==> config.mk <==
export PLATFORM = sky130hd
export DESIGN_NAME = energy_window_detector
export DESIGN_NICKNAME = d
export VERILOG_FILES = /design/src/rtl/energy_window_detector.sv
export SDC_FILE = /design/constraint.sdc
export NUM_CORES = 2
export LEC_CHECK = 0
export ABC_CLOCK_PERIOD_IN_PS = 8400
export CAP_MARGIN = 20
export CORE_ASPECT_RATIO = 1.25
export CORE_MARGIN = 4
export CORE_UTILIZATION = 42
export DETAILED_ROUTE_END_ITERATION = 7
export SLEW_MARGIN = 20
export SYNTH_ARGS = -nofsm -noshare
export SYNTH_HDL_FRONTEND = slang
export SYNTH_SLANG_ARGS = --single-unit
==> constraint.sdc <==
create_clock -name clk -period 8.4 [get_ports clk]
set_input_delay 1.68 -clock clk [delete_from_list [all_inputs] [get_ports clk]]
set_output_delay 1.68 -clock clk [all_outputs]
set_load 0.005 [all_outputs]
==> src/rtl/energy_window_detector.sv <==
// Energy detector front end: squares I/Q samples, integrates power over
// non-overlapping windows of 2^LOG2_WIN accepted samples, compares to a threshold.
module energy_window_detector #(
    parameter int unsigned                    IQ_WIDTH  = 16,
    parameter int unsigned                    LOG2_WIN  = 10,
    parameter logic [2*IQ_WIDTH+LOG2_WIN:0]   THRESHOLD = (2*IQ_WIDTH+LOG2_WIN+1)'(1000000)
) (
    input  logic                              clk,
    input  logic                              rst,
    input  logic                              in_valid,
    input  logic signed [IQ_WIDTH-1:0]        i_in,
    input  logic signed [IQ_WIDTH-1:0]        q_in,
    input  logic                              restart,
    output logic                              detect,
    output logic                              dec_valid,
    output logic [2*IQ_WIDTH+LOG2_WIN:0]      energy_out,
    output logic [LOG2_WIN-1:0]               win_count
);

    localparam int unsigned SQ_W  = 2 * IQ_WIDTH;
    localparam int unsigned PWR_W = 2 * IQ_WIDTH + 1;
    localparam int unsigned ACC_W = 2 * IQ_WIDTH + 1 + LOG2_WIN;
    localparam logic [LOG2_WIN-1:0] WIN_LAST = '1;

    logic signed [SQ_W-1:0]  w_i_ext;
    logic signed [SQ_W-1:0]  w_q_ext;
    logic signed [SQ_W-1:0]  w_i_sq;
    logic signed [SQ_W-1:0]  w_q_sq;
    logic [PWR_W-1:0]        w_pwr;
    logic [ACC_W-1:0]        w_sum;
    logic                    w_last;

    logic                    r_s1_valid;
    logic [PWR_W-1:0]        r_pwr;
    logic [ACC_W-1:0]        r_acc;
    logic [LOG2_WIN-1:0]     r_win_count;
    logic                    r_detect;
    logic                    r_dec_valid;
    logic [ACC_W-1:0]        r_energy;

    // Squares are non-negative and at most 2^(2*IQ_WIDTH-2), so they fit the signed product width
    assign w_i_ext = SQ_W'(i_in);
    assign w_q_ext = SQ_W'(q_in);
    assign w_i_sq  = w_i_ext * w_i_ext;
    assign w_q_sq  = w_q_ext * w_q_ext;
    assign w_pwr   = PWR_W'($unsigned(w_i_sq)) + PWR_W'($unsigned(w_q_sq));

    // A window's first sample overwrites whatever the previous window left in r_acc
    assign w_sum  = (r_win_count == '0) ? ACC_W'(r_pwr) : r_acc + ACC_W'(r_pwr);
    assign w_last = r_s1_valid && (r_win_count == WIN_LAST);

    // Stage 1: square; a restart drops the sample presented with it
    always_ff @(posedge clk) begin
        if (rst) begin
            r_s1_valid <= 1'b0;
            r_pwr      <= '0;
        end else if (restart) begin
            r_s1_valid <= 1'b0;
        end else begin
            r_s1_valid <= in_valid;
            if (in_valid) begin
                r_pwr <= w_pwr;
            end
        end
    end

    // Stage 2: accumulate and count accepted samples
    always_ff @(posedge clk) begin
        if (rst) begin
            r_acc       <= '0;
            r_win_count <= '0;
        end else if (restart) begin
            r_acc       <= '0;
            r_win_count <= '0;
        end else if (r_s1_valid) begin
            r_acc       <= w_sum;
            r_win_count <= r_win_count + LOG2_WIN'(1);
        end
    end

    // Decision: restart suppresses the pulse even if the last sample is already in stage 1
    always_ff @(posedge clk) begin
        if (rst) begin
            r_detect    <= 1'b0;
            r_dec_valid <= 1'b0;
            r_energy    <= '0;
        end else if (restart) begin
            r_dec_valid <= 1'b0;
        end else begin
            r_dec_valid <= w_last;
            if (w_last) begin
                r_energy <= w_sum;
                r_detect <= (w_sum >= THRESHOLD);
            end
        end
    end

    assign detect     = r_detect;
    assign dec_valid  = r_dec_valid;
    assign energy_out = r_energy;
    assign win_count  = r_win_count;

endmodule

## After elaboration in Yosys (flattened, before gate mapping)

Cells that the tools add are included.

- Memory bits (read-only): 0
- Output and inout bits: 55
- Flip-flop bits (word level): 132
- Bits in writable memories: 0
- Memories: 0
- Word-level logic and storage cells: 21
- Input port bits: 36
- Latch bits: 0

- Mux-type cells: 1
- Multiply operators: 2
- Shifts and indexed selects: 0
- Div/mod/pow operators: 0
- Bitwise gates (word level): 1
- Magnitude comparators: 1
- $add $sub $neg: 3
- Equality and inequality tests: 1
- Reduce and logical (&&, ||, !) cells: 5

Operator list:

| cell | number |
|---|---|
| $mul 16x16->32 | 2 |
| $add 43x33->43 | 1 |
| $ge 43x20->1 const B | 1 |
| $mux 43 | 1 |
| $add 32x32->33 | 1 |
| $add 10x1->10 const B | 1 |
| $eq 10x10->1 const B | 1 |
| $logic_not 10->1 | 1 |
| $reduce_and 2->1 | 2 |
| $reduce_or 2->1 | 1 |
| $logic_and 1x1->1 | 1 |
| $not 1->1 | 1 |

## Longest topological paths before layout

- Depth after elaboration: 3
- Mapped depth: 39
- Depth with buffers taken out: 37

## Worst setup path before layout

No wires, ideal clock.

- Kind: input-to-reg
- From: input q_in[15]
- To: register r_pwr[31]
- Data arrival time: 8.935 ns
- Stages: 31
- Data required time: 8.268 ns
- Path buffers: 2
- Setup slack: -0.667 ns
- Setup time: 0.132 ns
- Cells stage by stage: clkbuf_1 -> inv_1 -> buf_1 -> nor2_1 -> fa_1 -> inv_1 -> fa_1 -> inv_1 -> fa_1 -> fa_1 -> fa_1 -> inv_1 -> fa_1 -> inv_1 -> ha_1 -> a2111oi_0 -> a21oi_1 -> a21o_1 -> a21oi_1 -> xnor2_1 -> ha_1 -> nor2b_1 -> o21ai_0 -> nand2_1 -> a21oi_1 -> o31ai_1 -> o41ai_1 -> o21ai_0 -> xor2_1 -> nand2_1 -> a21oi_1

- Word-level cells in the longest chain between the ends: 2

RTL lines:

| element | RTL line | text |
|---|---|---|
| start: declaration | 12 | `input logic signed [IQ_WIDTH-1:0] q_in,` |
| $mul 16x16->32 | 45 | `assign w_q_sq = w_q_ext * w_q_ext;` |
| $add 32x32->33 | 46 | `assign w_pwr = PWR_W'($unsigned(w_i_sq)) + PWR_W'($unsigned(w_q_sq));` |
| end signal: assignment | 62 | `r_pwr <= w_pwr;` |
| end: declaration | 34 | `logic [PWR_W-1:0] r_pwr;` |

Every way passes these cells.
A chain may end at the register's enable or synchronous reset.

## Worst setup path after layout

- From: input i_in[7]
- To: register r_pwr[32]

- Word-level cells in the longest chain between the ends: 2

RTL lines:

| element | RTL line | text |
|---|---|---|
| start: declaration | 11 | `input logic signed [IQ_WIDTH-1:0] i_in,` |
| $mul 16x16->32 | 44 | `assign w_i_sq = w_i_ext * w_i_ext;` |
| $add 32x32->33 | 46 |  |

Every way passes these cells.

==> flow_metrics.env <==
export IMPL_status="complete, but fails checks"
export IMPL_violations="setup timing"
export IMPL_cts_sinks=132
export IMPL_postLayoutCoreUtil_pct=54.45
export IMPL_maxSlewViolCount=0
export IMPL_synth_net_count=3783
export IMPL_max_stage_delay_ps=590
export IMPL_clock_skew_ps=10.82
export IMPL_whs_ps=452.4
export IMPL_yosysTopAreaCell="fa_1"
export IMPL_async_flop_share_pct=0
export IMPL_avgViaCountPerCell=4.968
export IMPL_drtPass1Iterations=5
export IMPL_whs_path_depth=2
export IMPL_grt_pass1_vias=23890
export IMPL_finalCriticalPeriod_ps=8454
export IMPL_ys_seq_area_share_pct=10.12
export IMPL_final_cell_mix="inv_1, fa_1, buf_4"
export IMPL_top_layer="met4"
export IMPL_path_clk_slew_ps=70
export IMPL_cp_slowest_cell="fa_1"
export IMPL_syn_area_mm2=0.02612
export IMPL_synth_cell_types=78
export IMPL_yosys_warnings=0
export IMPL_start_kind="input pin"
export IMPL_wirelength_um=67790
export IMPL_ys_seq_elements=132
export IMPL_ant_nets=0
export IMPL_end_kind="flip-flop"
export IMPL_final_common_cell="inv_1"
export IMPL_wire_per_inst_um=15.53
export IMPL_grt_usage_pct=20.79
export IMPL_worstMarginPinSlew_ps=908.6
export IMPL_timing_rr_end="detect"
export IMPL_min_from="energy_out[24]"
export IMPL_synth_area_leaders="fa_1, ha_1, dfxtp_1"
export IMPL_setup_viol=2
export IMPL_nNetsFinal=4278
export IMPL_r2r_slack_ps=3820
export IMPL_place_port_buffers=90
export IMPL_start_util_pct=42.70
export IMPL_hpwl_um=56670
export IMPL_worstHoldPathType="flip-flop to flip-flop"
export IMPL_yosysTopAreaCellShare_pct=36.64
export IMPL_drive_gt1_share_pct=23.47
export IMPL_cts_root_buf="clkbuf_16"
export IMPL_syn_area_per_cell_um2=8.614
export IMPL_relSlewSlack_pct=39.43
export IMPL_required_ps=8710
export IMPL_die_x_um=231.0
export IMPL_crit_type="input pin to flip-flop"
export IMPL_min_to="energy_out[24]"
export IMPL_vias=21680
export IMPL_n_antenna_cell=0
export IMPL_grt_max_degree=81
export IMPL_reg2reg_depth=14
export IMPL_finalHoldViolCount=0
export IMPL_ioPinCount=91
export IMPL_synthCells=3032
export IMPL_dpl_cell_area_mm2=0.03101
export IMPL_drt_iter0_drc=802
export IMPL_final_cell_area_mm2=0.03330
export IMPL_max_freq_mhz=118.3
export IMPL_drv_cap=0
export IMPL_grt_overflow_total=0
export IMPL_crit_arrival_ps=8770
export IMPL_htree_levels=4
export IMPL_place_congestion=0.8999
export IMPL_areaGrowthSynthToFinish_pct=27.51
export IMPL_wl_met3_um=1846
export IMPL_clk_latency_ps=430
export IMPL_clk_path_buf_depth=2
export IMPL_die_h_um=286.8
export IMPL_crit_fanout=6
export IMPL_grt_antenna_before_repair=0
export IMPL_grt_pass1_wl_um=113800
export IMPL_wl_met1_um=26750
export IMPL_finalWorstSetupSlack_ps=-54.42
export IMPL_coreArea_mm2=0.06116
export IMPL_rsz0062_at_grt="yes"
export IMPL_startpoint="i_in[7]"
export IMPL_tritoncts="yes"
export IMPL_wl_met2_um=37000
export IMPL_drc=0
export IMPL_die_area_mm2=0.06626
export IMPL_final_period_utilization_pct=100.6
export IMPL_cts_buffers_inserted=17
export IMPL_r2r_start="r_pwr[0]"
export IMPL_synth_main_ff_cell="dfxtp_1"
export IMPL_postCtsHoldBufs=0
export IMPL_cp_common_cell="fa_1"
export IMPL_rows=101
export IMPL_synth_edf_count=0
export IMPL_dp_slack_ps=-1136
## cells by family (layout without fill, tap and decap cells)
family | Yosys count | after routing | synth area share, %
buffers and inverters | 787 | 1295 | 11.34
DFF | 132 | 132 | 10.12
xor gates and xnor gates | 144 | 144 | 4.829
AOI/OAI and AO/OA | 450 | 450 | 11.25
adders and majority gates | 715 | 715 | 48.00
and+or+nand+nor | 778 | 778 | 13.46
muxes | 26 | 26 | 1.006
## per-stage QoR
step,setup TNS [ps],instances
3_5_place_dp,-12490,4250
4_1_cts,-372.5,4349
6_report,-97.61,4364
2_1_floorplan,-286.3,3032
3_3_place_gp,-11240,4249
5_1_grt,-1788,4364
## layout make-up
class	instances	area, um^2
fill	5613	27860
clock buffer	18	429.2
sequential	132	2644
timing repair buffer	576	4745
multi-input combinational	2113	21720
tap	824	1031
inverter	687	2589
clock inverter	14	142.6
## Yosys cell counts, types with 20 or more instances
library cell  instances
ha_1                237
nand2_1             320
nand3_1              21
and3_1               20
a21oi_1             157
dfxtp_1             132
fa_1                478
clkbuf_1             89
o21ai_0              66
mux2i_1              24
nor2_1              224
xnor2_1              98
a21o_1               43
inv_1               687
xor2_1               46
a211oi_1             63
nand2b_1             24
o21a_1               21
and2_1               82
## how the worst max path moves through the flow
stage	endpoint	slack (ps)	depth (start not counted)
6_report	r_pwr[32]	-50	31
3_3_place_gp	r_pwr[30]	-1070	34
5_1_grt	r_pwr[30]	-320	32
4_1_cts	r_pwr[31]	-100	35
2_1_floorplan	r_pwr[31]	-120	32
3_5_place_dp	r_pwr[32]	-1140	34
## registers in the layout, indices dropped and copies added (netlist names)
| signal | flops |
|---|---|
| detect | 1 |
| r_acc | 43 |
| r_s1_valid | 1 |
| dec_valid | 1 |
| energy_out | 43 |
| r_pwr | 33 |
| win_count | 10 |
## what timing repair did
action	CTS	global route
resized for setup	297	145
setup buffers	64	22
gates cloned	3	0
endpoints found under the setup margin	13	12
pin swaps	158	124
## critical path, delay by kind of cell
kind | cells | cell delay, ps
adder cells (fa/ha/maj) | 8 | 3640
AO/OA/AOI/OAI | 8 | 1710
AND/OR/NAND/NOR | 7 | 800
buffers and inverters | 7 | 710
XOR/XNOR | 1 | 230
## per-layer routing
layer,vias up,track usage [%]
met5,-,0
met4,0,6.693
met3,119,1.487
met2,375,40.06
met1,10800,24.37
li1,10390,-
Power is not shown: default switching activity piles up to over one toggle a cycle in this logic, so the estimate is an artifact.
